## src/rtl/seq_mult_pkg.sv

```systemverilog
// Shared types and constants for the sequential shift-add multiplier.
package seq_mult_pkg;

  typedef enum logic [1:0] {
    IDLE = 2'd0,
    CALC = 2'd1,
    DONE = 2'd2
  } state_t;

  localparam logic MODE_UNSIGNED = 1'b0;
  localparam logic MODE_SIGNED   = 1'b1;

  function automatic int prod_w(input int w);
    return 2 * w;
  endfunction

endpackage

```

## src/rtl/mult_sign_conv.sv

```systemverilog
// Converts one operand to an unsigned magnitude plus sign bit.
// The magnitude is one bit wider so the most negative operand converts cleanly.
module mult_sign_conv
  import seq_mult_pkg::*;
#(
  parameter int WIDTH = 4
) (
  input  logic [WIDTH-1:0] i_operand,
  input  logic             i_signed_mode,
  output logic [WIDTH:0]   o_mag,
  output logic             o_sign
);

  logic signed [WIDTH:0] w_ext;

  always_comb begin
    o_sign = (i_signed_mode == MODE_SIGNED) && i_operand[WIDTH-1];
    w_ext  = {o_sign, i_operand};
    o_mag  = o_sign ? $unsigned(-w_ext) : $unsigned(w_ext);
  end

endmodule

```

## src/rtl/seq_mult_hs.sv

```systemverilog
// Sequential shift-add multiplier with valid/ready handshakes on both sides.
// One operation at a time: IDLE accepts, CALC runs WIDTH steps, DONE holds the product.
module seq_mult_hs
  import seq_mult_pkg::*;
#(
  parameter int WIDTH = 4
) (
  input  logic                       clk,
  input  logic                       rst,
  input  logic                       in_valid,
  output logic                       in_ready,
  input  logic [WIDTH-1:0]           a,
  input  logic [WIDTH-1:0]           b,
  input  logic                       signed_mode,
  output logic                       out_valid,
  input  logic                       out_ready,
  output logic [prod_w(WIDTH)-1:0]   product,
  output logic                       busy
);

  localparam int PW = prod_w(WIDTH);
  localparam int CW = $clog2(WIDTH);
  localparam logic [CW-1:0] LAST = CW'(WIDTH - 1);

  state_t          r_state;
  state_t          w_next;
  logic [WIDTH:0]  r_mcand;
  logic [WIDTH:0]  r_mplier;
  logic            r_sign;
  logic [PW-1:0]   r_acc;
  logic [PW-1:0]   r_product;
  logic [CW-1:0]   r_count;

  logic [WIDTH:0]  w_mag_a;
  logic [WIDTH:0]  w_mag_b;
  logic            w_sign_a;
  logic            w_sign_b;
  logic [PW-1:0]   w_addend;
  logic [PW-1:0]   w_acc_next;
  logic            w_last;
  logic            w_accept;

  mult_sign_conv #(.WIDTH(WIDTH)) u_conv_a (
    .i_operand     (a),
    .i_signed_mode (signed_mode),
    .o_mag         (w_mag_a),
    .o_sign        (w_sign_a)
  );

  mult_sign_conv #(.WIDTH(WIDTH)) u_conv_b (
    .i_operand     (b),
    .i_signed_mode (signed_mode),
    .o_mag         (w_mag_b),
    .o_sign        (w_sign_b)
  );

  always_comb begin
    w_addend   = PW'(r_mcand) << r_count;
    w_acc_next = r_acc + (r_mplier[0] ? w_addend : '0);
    w_last     = (r_count == LAST);
    w_accept   = in_valid && in_ready;
  end

  always_ff @(posedge clk or posedge rst) begin
    if (rst) begin
      r_state <= IDLE;
    end else begin
      r_state <= w_next;
    end
  end

  always_comb begin
    w_next = r_state;
    case (r_state)
      IDLE:    if (w_accept) w_next = CALC;
      CALC:    if (w_last) w_next = DONE;
      DONE:    if (out_ready) w_next = IDLE;
      default: w_next = IDLE;
    endcase
  end

  always_comb begin
    in_ready  = (r_state == IDLE);
    out_valid = (r_state == DONE);
    busy      = (r_state != IDLE);
  end

  always_ff @(posedge clk or posedge rst) begin
    if (rst) begin
      r_mcand   <= '0;
      r_mplier  <= '0;
      r_sign    <= 1'b0;
      r_acc     <= '0;
      r_count   <= '0;
      r_product <= '0;
    end else begin
      case (r_state)
        IDLE: begin
          if (w_accept) begin
            r_mcand  <= w_mag_a;
            r_mplier <= w_mag_b;
            r_sign   <= w_sign_a ^ w_sign_b;
            r_acc    <= '0;
            r_count  <= '0;
          end
        end
        CALC: begin
          r_acc    <= w_acc_next;
          r_mplier <= r_mplier >> 1;
          r_count  <= r_count + 1'b1;
          // Negating a zero magnitude yields zero, so no negative zero escapes.
          if (w_last) r_product <= r_sign ? (~w_acc_next + 1'b1) : w_acc_next;
        end
        default: ;
      endcase
    end
  end

  assign product = r_product;

endmodule
```

## config.mk

```make
export PLATFORM = sky130hd
export DESIGN_NAME = seq_mult_hs
export DESIGN_NICKNAME = d
export VERILOG_FILES = /design/src/rtl/seq_mult_pkg.sv /design/src/rtl/mult_sign_conv.sv /design/src/rtl/seq_mult_hs.sv
export SDC_FILE = /design/constraint.sdc
export NUM_CORES = 1
export LEC_CHECK = 0
export ABC_AREA = 1
export BUFFER_PORTS_ARGS = -buffer_cell sky130_fd_sc_hd__buf_2
export CAP_MARGIN = 20
export CORE_MARGIN = 3
export CORE_UTILIZATION = 28
export DETAILED_ROUTE_END_ITERATION = 10
export PLACE_DENSITY = 0.51
export SLEW_MARGIN = 20
export SYNTH_ARGS = -nofsm -noshare
export SYNTH_HDL_FRONTEND = slang
export SYNTH_SLANG_ARGS = --single-unit
```

## constraint.sdc

```tcl
create_clock -name clk -period 3.3 [get_ports clk]
set_clock_uncertainty 0.05 [all_clocks]
set_input_delay 0.165 -clock clk [delete_from_list [all_inputs] [get_ports clk]]
set_output_delay 0.165 -clock clk [all_outputs]
set_load 0.02 [all_outputs]
```

Word-level counts from Yosys, hierarchy flattened
Cells that the tools add are included.
- register bits: 31
- bits of input ports: 13
- output and inout bits: 11
- word-level logic and storage cells: 45
- $add $sub $neg: 5
- equal/unequal tests: 6
- shifts and indexed selects: 1
- mux-type cells: 14
- bitwise logic cells: 2
- reduce and logical (&&, ||, !) cells: 10
- operators by type and width (kind ; count):
    2-to-1 mux 8 bit ; 3
    one-hot mux 8 bit (2 select lines) ; 1
    2-to-1 mux 5 bit ; 3
    negation 5 bit ; 2
    one-hot mux 5 bit (2 select lines) ; 1
    adder 8 x 1 -> 8 bit, second input constant ; 1
    adder 8 bit ; 1
    2-to-1 mux 2 bit ; 4
    inverter 8 bit ; 1
    << shifter 5 x 2 -> 8 bit ; 1
    one-hot mux 2 bit (3 select lines) ; 1
    AND reduction 2 bit ; 3
    equality test 2 bit, second input constant ; 2
    != test 2 x 1 -> 1 bit, second input constant ; 2
    one-hot mux 2 bit (2 select lines) ; 1
    nonzero test 2 bit ; 2
    logical AND 1 bit ; 3
    AND reduction 3 bit ; 1
    adder 2 x 1 -> 2 bit, second input constant ; 1
    equality test 2 x 1 -> 1 bit, second input constant ; 1
    logical NOT 2 bit ; 1
    != test 2 bit, second input constant ; 1
    bitwise XOR 1 bit ; 1

Depth between registers and ports, before layout
Gate-level depths: netlist of the first run.
- word-level depth: 6
- depth in mapped cells: 16
- mapped depth without buffers: 16

By module
Synthesis of the first run repeated with hierarchy kept, for this count alone.
- cell total of the unflattened synthesis: 285
- area total of the unflattened synthesis: 2122.0 um^2
- by module, submodules not included (module ; instances ; cells an instance ; area an instance (um^2) ; sequential area each (um^2)):
    seq_mult_hs ; 1 ; 241 ; 1919.3 ; 775.7
    mult_sign_conv ; 2 ; 22 ; 101.3 ; 0.0

Least setup slack after synthesis of the first run
No wires, ideal clock.
- kind: reg2reg
- start: reg r_count[0]
- end: reg r_product[6], in the netlist product[6]
- library setup time: 117 ps
- arrival time: 2124 ps
- required time: 3133 ps
- setup slack: 1008 ps
- cell stages (with the launch flop): 16
- path buffers: 0
- period minus slack after synthesis: 2292 ps
- cell sequence: dfrtp_1 > inv_1 > nand2_1 > o21ai_0 > nor2_1 > fa_1 > inv_1 > ha_1 > inv_1 > nor2_1 > nand3_1 > nand3b_1 > nand2_1 > nand2_1 > nand3_1 > nand2_1
- word-level cells in the longest chain between the ends: 6
- elaborated cells on any way between the ends: 8
- those cells by class: add/sub (2); eq/ne (1); shift (1); mux (2); bitwise (1); reduce/logical (1)
- ends and longest elaborated chain (item ; line ; RTL):
    from (decl) ; seq_mult_hs.sv:32 ; logic [CW-1:0] r_count;
    from (signal assigned) ; seq_mult_hs.sv:110 ; r_count <= r_count + 1'b1;
    << shifter 5 x 2 -> 8 bit ; seq_mult_hs.sv:58 ; w_addend = PW'(r_mcand) << r_count;
    2-to-1 mux 8 bit ; seq_mult_hs.sv:59 ; w_acc_next = r_acc + (r_mplier[0] ? w_addend : '0);
    adder 8 bit ; seq_mult_hs.sv:59 ;
    inverter 8 bit ; seq_mult_hs.sv:112 ; if (w_last) r_product <= r_sign ? (~w_acc_next + 1'b1) : w_acc_next;
    adder 8 x 1 -> 8 bit ; seq_mult_hs.sv:112 ;
    2-to-1 mux 8 bit ; seq_mult_hs.sv:112 ;
    to (signal assigned) ; seq_mult_hs.sv:112 ;
    to (decl) ; seq_mult_hs.sv:31 ; logic [PW-1:0] r_product;
Parallel ways exist; a longest one is shown, timed or not.
A chain may end at the register's enable or synchronous reset.

Worst setup path after layout of the first run
Same ends and word-level chain as after synthesis.

==> flow_metrics.env, run 1 <==
export IMPL_ant_nets=0
export IMPL_tritoncts_num_buffers=5
export IMPL_pin_count=24
export IMPL_async_flop_share=1.00
export IMPL_hold_path_cell_count=3
export IMPL_layout_cells_most_common="sky130_fd_sc_hd__nand2_1"
export IMPL_synthesis_area_um2=1990
export IMPL_post_drt_via_cell_ratio=4.31
export IMPL_timing_reg2reg_worst_path_depth=15
export IMPL_cp_required_ns=3.43
export IMPL_synth_enable_flop_cells=0
export IMPL_ir_worst_vdd_uv=268
export IMPL_vertical_extent_of_the_die_um=90.2
export IMPL_timing_rr_start="r_count[0]"
export IMPL_clk_path_buf_depth=2
export IMPL_setup_worst_path_start_class="flip-flop"
export IMPL_post_cts_buffers=0
export IMPL_yosysUniqueCellTypes=36
export IMPL_finalSetupTns_ns=0
export IMPL_grt_use_total=0.118
export IMPL_holdWs_ns=0.0857
export IMPL_holdCritPathClass="in2reg"
export IMPL_vias=1663
export IMPL_drv_slew=0
export IMPL_critPathMaxFanout=9
export IMPL_worst_pin_slew_ns=0.415
export IMPL_endpoints_failing_hold=0
export IMPL_min_delay_start="b[3]"
export IMPL_drt_iter0_markers=60
export IMPL_critical_path_arrival_ns=2.61
export IMPL_area_delta_synth_final_pct=18.0
export IMPL_yosys_warnings=0
export IMPL_postSynthRegisterBits=31
export IMPL_clkTransAtPathRegs_ns=0.07
export IMPL_die_area_um2=8140
export IMPL_layout_filler_cells=756
export IMPL_grt_ovfl_total=0
export IMPL_post_route_drc_count=0
export IMPL_hold_path_end="r_mplier[3]"
export IMPL_period_needed_ns=2.48
export IMPL_antennaDiodeCount=0
export IMPL_postSynthAreaPerCell_um2=7.70
export IMPL_port_buffer_count=23
export IMPL_max_freq_ghz=0.404
export IMPL_synthDominantAreaCellType="sky130_fd_sc_hd__dfrtp_1"
export IMPL_yosys_area_top_type_share=0.391
export IMPL_timing_slew_headroom=0.724
export IMPL_placement_rows=30
export IMPL_num_nets_final=314
export IMPL_layout_cells_sized_above_1=0.179
export IMPL_grt_pass1_wl_mm=7.80
export IMPL_initial_core_util=0.291
export IMPL_total_routed_length_mm=4.39
export IMPL_gp_congestion=0.825
export IMPL_hpwl_mm=3.36
export IMPL_netlist_top_cells_area="sky130_fd_sc_hd__dfrtp_1 (39%), sky130_fd_sc_hd__nand2_1 (14%), sky130_fd_sc_hd__ha_1 (6.9%)"
export IMPL_outcome="complete, no violations"
export IMPL_pwr_density_cell_nw_per_um2=1050
export IMPL_syn_num_nets=283
export IMPL_post_synth_inst_count=258
export IMPL_grt_setup_unrepaired="no"
export IMPL_rr_endpoint="product[6]"
export IMPL_grt_pass1_vias=1696
export IMPL_cts_tree="built"
export IMPL_grt_max_degree=32
export IMPL_grt_antenna_before_repair=0
export IMPL_cp_end_kind="flip-flop"
export IMPL_ys_seq_area_frac=0.391
export IMPL_cts_htree_levels=2
export IMPL_setup_crit_path_kind="reg2reg"
export IMPL_synthFlopType="sky130_fd_sc_hd__dfrtp_1"
export IMPL_dr_pass1_iters=4
export IMPL_core_area_um2=6830
export IMPL_layout_core_utilization=0.343
export IMPL_layout_common_cells="sky130_fd_sc_hd__nand2_1 (73), sky130_fd_sc_hd__inv_1 (32), sky130_fd_sc_hd__dfrtp_1 (31)"
export IMPL_finalSetupViolCount=0
export IMPL_clock_root_buffer="sky130_fd_sc_hd__clkbuf_8"
export IMPL_p_leak_nw=1.22
export IMPL_tritoncts_num_sinks=31
export IMPL_max_cap_viol_count=0
export IMPL_clock_insertion_delay_worst_skew_ns=0.29
export IMPL_route_detailed_wl_per_inst_um=11.4
export IMPL_post_route_period_util=0.751
export IMPL_die_width_um=90.2
export IMPL_reg2reg_setup_slack_ns=0.82
==> routing by layer <==
metal  global-route usage  part of all wire
met2                0.190              0.43
met5                    0                 0
met3               0.0285             0.037
met4               0.0459             0.021
met1                0.152              0.51
==> critical path, cell delays in order, from the launching register on <==
cell	delay [ns]
sky130_fd_sc_hd__dfrtp_1	0.47
sky130_fd_sc_hd__inv_1	0.13
sky130_fd_sc_hd__nand2_1	0.07
sky130_fd_sc_hd__o21ai_0	0.10
sky130_fd_sc_hd__nor2_1	0.19
sky130_fd_sc_hd__fa_1	0.44
sky130_fd_sc_hd__inv_1	0.12
sky130_fd_sc_hd__ha_1	0.17
sky130_fd_sc_hd__inv_1	0.04
sky130_fd_sc_hd__nor2_1	0.09
sky130_fd_sc_hd__nand3_1	0.09
sky130_fd_sc_hd__nand3b_1	0.18
sky130_fd_sc_hd__nand2_1	0.07
sky130_fd_sc_hd__nand2_1	0.05
sky130_fd_sc_hd__nand3_1	0.07
sky130_fd_sc_hd__nand2_1	0.06
==> how the worst max path moves through the flow <==
| stage | startpoint | endpoint | slack, ns | cells after the start |
|---|---|---|---|---|
| 6_report | r_count[0] | product[6] | 0.82 | 15 |
| 5_1_grt | r_count[0] | product[6] | 0.41 | 15 |
| 4_1_cts | r_count[0] | product[6] | 0.80 | 15 |
| 3_5_place_dp | r_count[0] | product[6] | 0.82 | 15 |
| 3_3_place_gp | r_count[0] | product[6] | 0.86 | 15 |
| 2_1_floorplan | r_count[0] | product[6] | 1.01 | 15 |
==> layout make-up <==
cell class,count,area [um2],area share
Clock buffer,5,68.8,0.0294
Clock inverter,3,43.8,0.0187
Inverter,39,149,0.0636
Multi-Input combinational cell,186,1040,0.445
Sequential cell,31,776,0.331
Tap cell,96,120,0.0513
Timing Repair Buffer,26,143,0.0609
==> where the power goes <==
group / internal (W) / total (W) / switching [W]
clock: 0.000225 / 0.000387 / 0.000162
sequential: 0.000539 / 0.000667 / 0.000128
combinational: 0.000488 / 0.00140 / 0.000916
total: 0.00125 / 0.00246 / 0.00121
==> flip-flops by register name (all words and copies together), names as in the netlist <==
name      flops
r_acc         8
r_sign        1
product       8
r_mcand       5
r_mplier      5
r_state       2
r_count       2
==> through the flow <==
step	total power (W)	instances	setup slack, ns	instance area (um2)
final	0.00246	386	0.823	2340
after global routing	0.00274	386	0.410	2340
after CTS	0.00249	386	0.802	2340
after detailed placement	0.00209	376	0.818	2210
after global placement	0.00208	376	0.862	2210
after floorplan	0.00177	258	1.01	1990
==> Yosys cell counts (3+ instances only) <==
master / instances
sky130_fd_sc_hd__o21ai_0: 23
sky130_fd_sc_hd__nand3_1: 15
sky130_fd_sc_hd__nor2_1: 14
sky130_fd_sc_hd__o22ai_1: 5
sky130_fd_sc_hd__nand2_1: 73
sky130_fd_sc_hd__nor2_4: 3
sky130_fd_sc_hd__a21oi_1: 6
sky130_fd_sc_hd__dfrtp_1: 31
sky130_fd_sc_hd__o21ai_1: 4
sky130_fd_sc_hd__xor2_1: 3
sky130_fd_sc_hd__inv_2: 5
sky130_fd_sc_hd__nor3_1: 3
sky130_fd_sc_hd__inv_1: 32
sky130_fd_sc_hd__nand2_2: 4
sky130_fd_sc_hd__ha_1: 11
==> logic make-up after synthesis <==
family / after synthesis / synth area share
AND/OR/NAND/NOR: 120 / 0.275
AO/OA/AOI/OAI: 49 / 0.144
buffers and inverters: 41 / 0.0844
flip-flops: 31 / 0.391
adder cells (fa/ha/maj): 12 / 0.0794
XOR/XNOR: 5 / 0.0258
==> repair_timing <==
item                                   CTS  global route
resized for setup                        0             0
endpoints found under the hold margin   32             0
hold buffers                             2             0
Note: power is estimated with default switching activity, not from simulation.
==> inputs of run 2 (changes only) <==
--- a/config.mk
+++ b/config.mk
@@ -11,7 +11,7 @@
 export CORE_MARGIN = 3
 export CORE_UTILIZATION = 28
 export DETAILED_ROUTE_END_ITERATION = 10
-export PLACE_DENSITY = 0.51
+export PLACE_DENSITY = 0.53
 export SLEW_MARGIN = 20
 export SYNTH_ARGS = -nofsm -noshare
 export SYNTH_HDL_FRONTEND = slang
==> constraint.sdc (replaced) <==
create_clock -name clk -period 2.1 [get_ports clk]
set_clock_uncertainty 0.05 [all_clocks]
set_input_delay 0.105 -clock clk [delete_from_list [all_inputs] [get_ports clk]]
set_output_delay 0.105 -clock clk [all_outputs]
set_load 0.02 [all_outputs]
==> flow_metrics.env, run 2 (synthesized netlist as in run 1, its figures left out) <==
export IMPL_outcome="finished, violations left"
export IMPL_failed_checks="negative setup slack"
export IMPL_pin_count=24
export IMPL_die_width_um=90.2
export IMPL_grt_setup_unrepaired="yes"
export IMPL_gr_usage_met2=0.221
export IMPL_worst_path_largest_cell_delay_ns=0.45
export IMPL_pwr_density_cell_nw_per_um2=1750
export IMPL_layout_cells_sized_above_1=0.331
export IMPL_clockPowerShare=0.127
export IMPL_grt_pass1_wl_mm=8.41
export IMPL_area_delta_synth_final_pct=33.9
export IMPL_cellInternalPower_w=0.00253
export IMPL_clock_insertion_delay_worst_skew_ns=0.29
export IMPL_net_load_switching_power_w=0.00213
export IMPL_timing_slew_headroom=0.572
export IMPL_num_nets_final=344
export IMPL_layout_setup_ws_ns=-0.156
export IMPL_max_freq_ghz=0.443
export IMPL_grt_use_met1=0.156
export IMPL_antennaDiodeCount=0
export IMPL_clk_path_buf_depth=2
export IMPL_crit_path_top_delay_cell="sky130_fd_sc_hd__dfrtp_2"
export IMPL_endpoints_failing_hold=0
export IMPL_clkTransAtPathRegs_ns=0.07
export IMPL_clock_root_buffer="sky130_fd_sc_hd__clkbuf_8"
export IMPL_die_area_um2=8140
export IMPL_ant_nets=0
export IMPL_ir_worst_vdd_uv=632
export IMPL_cts_htree_levels=2
export IMPL_cells_along_the_critical_path="inv_4, nand2_4, nor2_4, ha_2, fa_1, inv_2, ha_4, inv_2, nor2_1, nand3_1, nand3b_1, nand2_1, nand2_1, nand3_1, nand2_1"
export IMPL_tritoncts_num_buffers=5
export IMPL_cpMostUsedCell="sky130_fd_sc_hd__nand2_1"
export IMPL_grt_max_degree=17
export IMPL_post_route_drc_count=0
export IMPL_grt_use_total=0.126
export IMPL_initial_core_util=0.291
export IMPL_period_needed_ns=2.26
export IMPL_cp_required_ns=2.23
export IMPL_worst_pin_slew_ns=0.641
export IMPL_port_buffer_count=23
export IMPL_layout_common_cells="sky130_fd_sc_hd__nand2_1 (66), sky130_fd_sc_hd__buf_4 (31), sky130_fd_sc_hd__dfrtp_1 (30)"
export IMPL_layout_filler_cells=746
export IMPL_critical_path_arrival_ns=2.38
export IMPL_grt_pass1_vias=1904
export IMPL_hpwl_mm=3.64
export IMPL_use_met3=0.0243
export IMPL_finalSetupViolCount=5
export IMPL_vias=1838
export IMPL_dr_pass1_iters=4
export IMPL_grt_ovfl_total=0
export IMPL_layout_cells_most_common="sky130_fd_sc_hd__nand2_1"
export IMPL_drt_iter0_markers=47
export IMPL_max_cap_viol_count=0
export IMPL_holdCritPathClass="in2reg"
export IMPL_post_drt_via_cell_ratio=4.42
export IMPL_sequentialPowerShare=0.223
export IMPL_tritoncts_num_sinks=31
export IMPL_post_layout_total_power_w=0.00466
export IMPL_cp_end_kind="flip-flop"
export IMPL_switching_share=0.458
export IMPL_comb_power_share=0.649
export IMPL_core_area_um2=6830
export IMPL_route_detailed_wl_per_inst_um=11.2
export IMPL_vertical_extent_of_the_die_um=90.2
export IMPL_setup_crit_path_kind="reg2reg"
export IMPL_cts_tree="built"
export IMPL_placement_rows=30
export IMPL_gp_congestion=0.852
export IMPL_setup_worst_path_start_class="flip-flop"
export IMPL_post_place_ws_ns=-0.179
export IMPL_critPathMaxFanout=6
export IMPL_p_leak_nw=1.37
export IMPL_drv_slew=0
export IMPL_grt_peak_use_layer="met2"
export IMPL_grt_antenna_before_repair=0
export IMPL_post_route_period_util=1.07
export IMPL_total_routed_length_mm=4.67
run 2: changes by cell type in the layout (fill, tap and decap cells not counted), sizes merged:
| cell | delta |
|---|---|
| buf | +30 |
run 2: critical path: cells and delay by family (launching register included):
family	cells	cell delay, ns
flip-flops	1	0.45
adder cells (fa/ha/maj)	3	0.73
AND/OR/NAND/NOR	9	0.70
buffers and inverters	3	0.22
run 2: power groups by stage:
stage / logic (W) / clock network [W] / registers, W
after global routing: 0.00343 / 0.000635 / 0.00108
after floorplan: 0.00173 / 0 / 0.00110
after global placement: 0.00271 / 0 / 0.00104
after CTS: 0.00285 / 0.000614 / 0.00103
final: 0.00302 / 0.000594 / 0.00104
after detailed placement: 0.00273 / 0 / 0.00104
run 2: worst paths after layout:
check / startpoint / to / slack, ns / cells past startpoint
max: r_count[0] / product[6] / -0.16 / 15
min: b[3] / r_mplier[3] / 0.05 / 3
max reg2reg: r_count[0] / product[6] / -0.16 / 15
min reg2reg: product[2] / product[2] / 0.42 / 2
max in group asynchronous: rst / product[7] / 1.01 / 4
min in group asynchronous: rst / r_mplier[3] / 0.38 / 3
run 2: stage by stage:
step	hold WS (ns)	std cells	setup TNS, ns	cell area (um2)	utilization
3_3_place_gp	0.182	401	-0.596	2420	0.354
3_5_place_dp	0.171	401	-0.873	2420	0.354
4_1_cts	0.0489	414	-0.516	2590	0.379
5_1_grt	0.0828	416	-2.27	2660	0.389
2_1_floorplan	0.141	258	-0.159	2010	-
6_report	0.0476	416	-0.465	2660	0.389
run 2: area by class of cell:
| cell class | instances | area, um2 | share of cell area |
|---|---|---|---|
| Inverter | 39 | 151 | 0.0569 |
| Timing Repair Buffer | 56 | 368 | 0.138 |
| Tap cell | 96 | 120 | 0.0452 |
| Multi-Input combinational cell | 186 | 1130 | 0.425 |
| Clock buffer | 5 | 68.8 | 0.0259 |
| Sequential cell | 31 | 777 | 0.292 |
| Clock inverter | 3 | 43.8 | 0.0165 |
run 2: per-layer routing:
layer / vias up / wire, um
met3: 9 / 138
met1: 844 / 2240
met4: 0 / 87
met2: 25 / 2210
li1: 960 / -
met5: - / 0
run 2: what timing repair did:
| item | CTS | global route |
|---|---|---|
| endpoints found under the hold margin | 15 | 0 |
| hold buffers | 2 | 0 |
| gates resized for setup | 7 | 18 |
| buffers inserted | 3 | 2 |
| endpoints found under the setup margin | 11 | 13 |
| pin swaps | 8 | 11 |
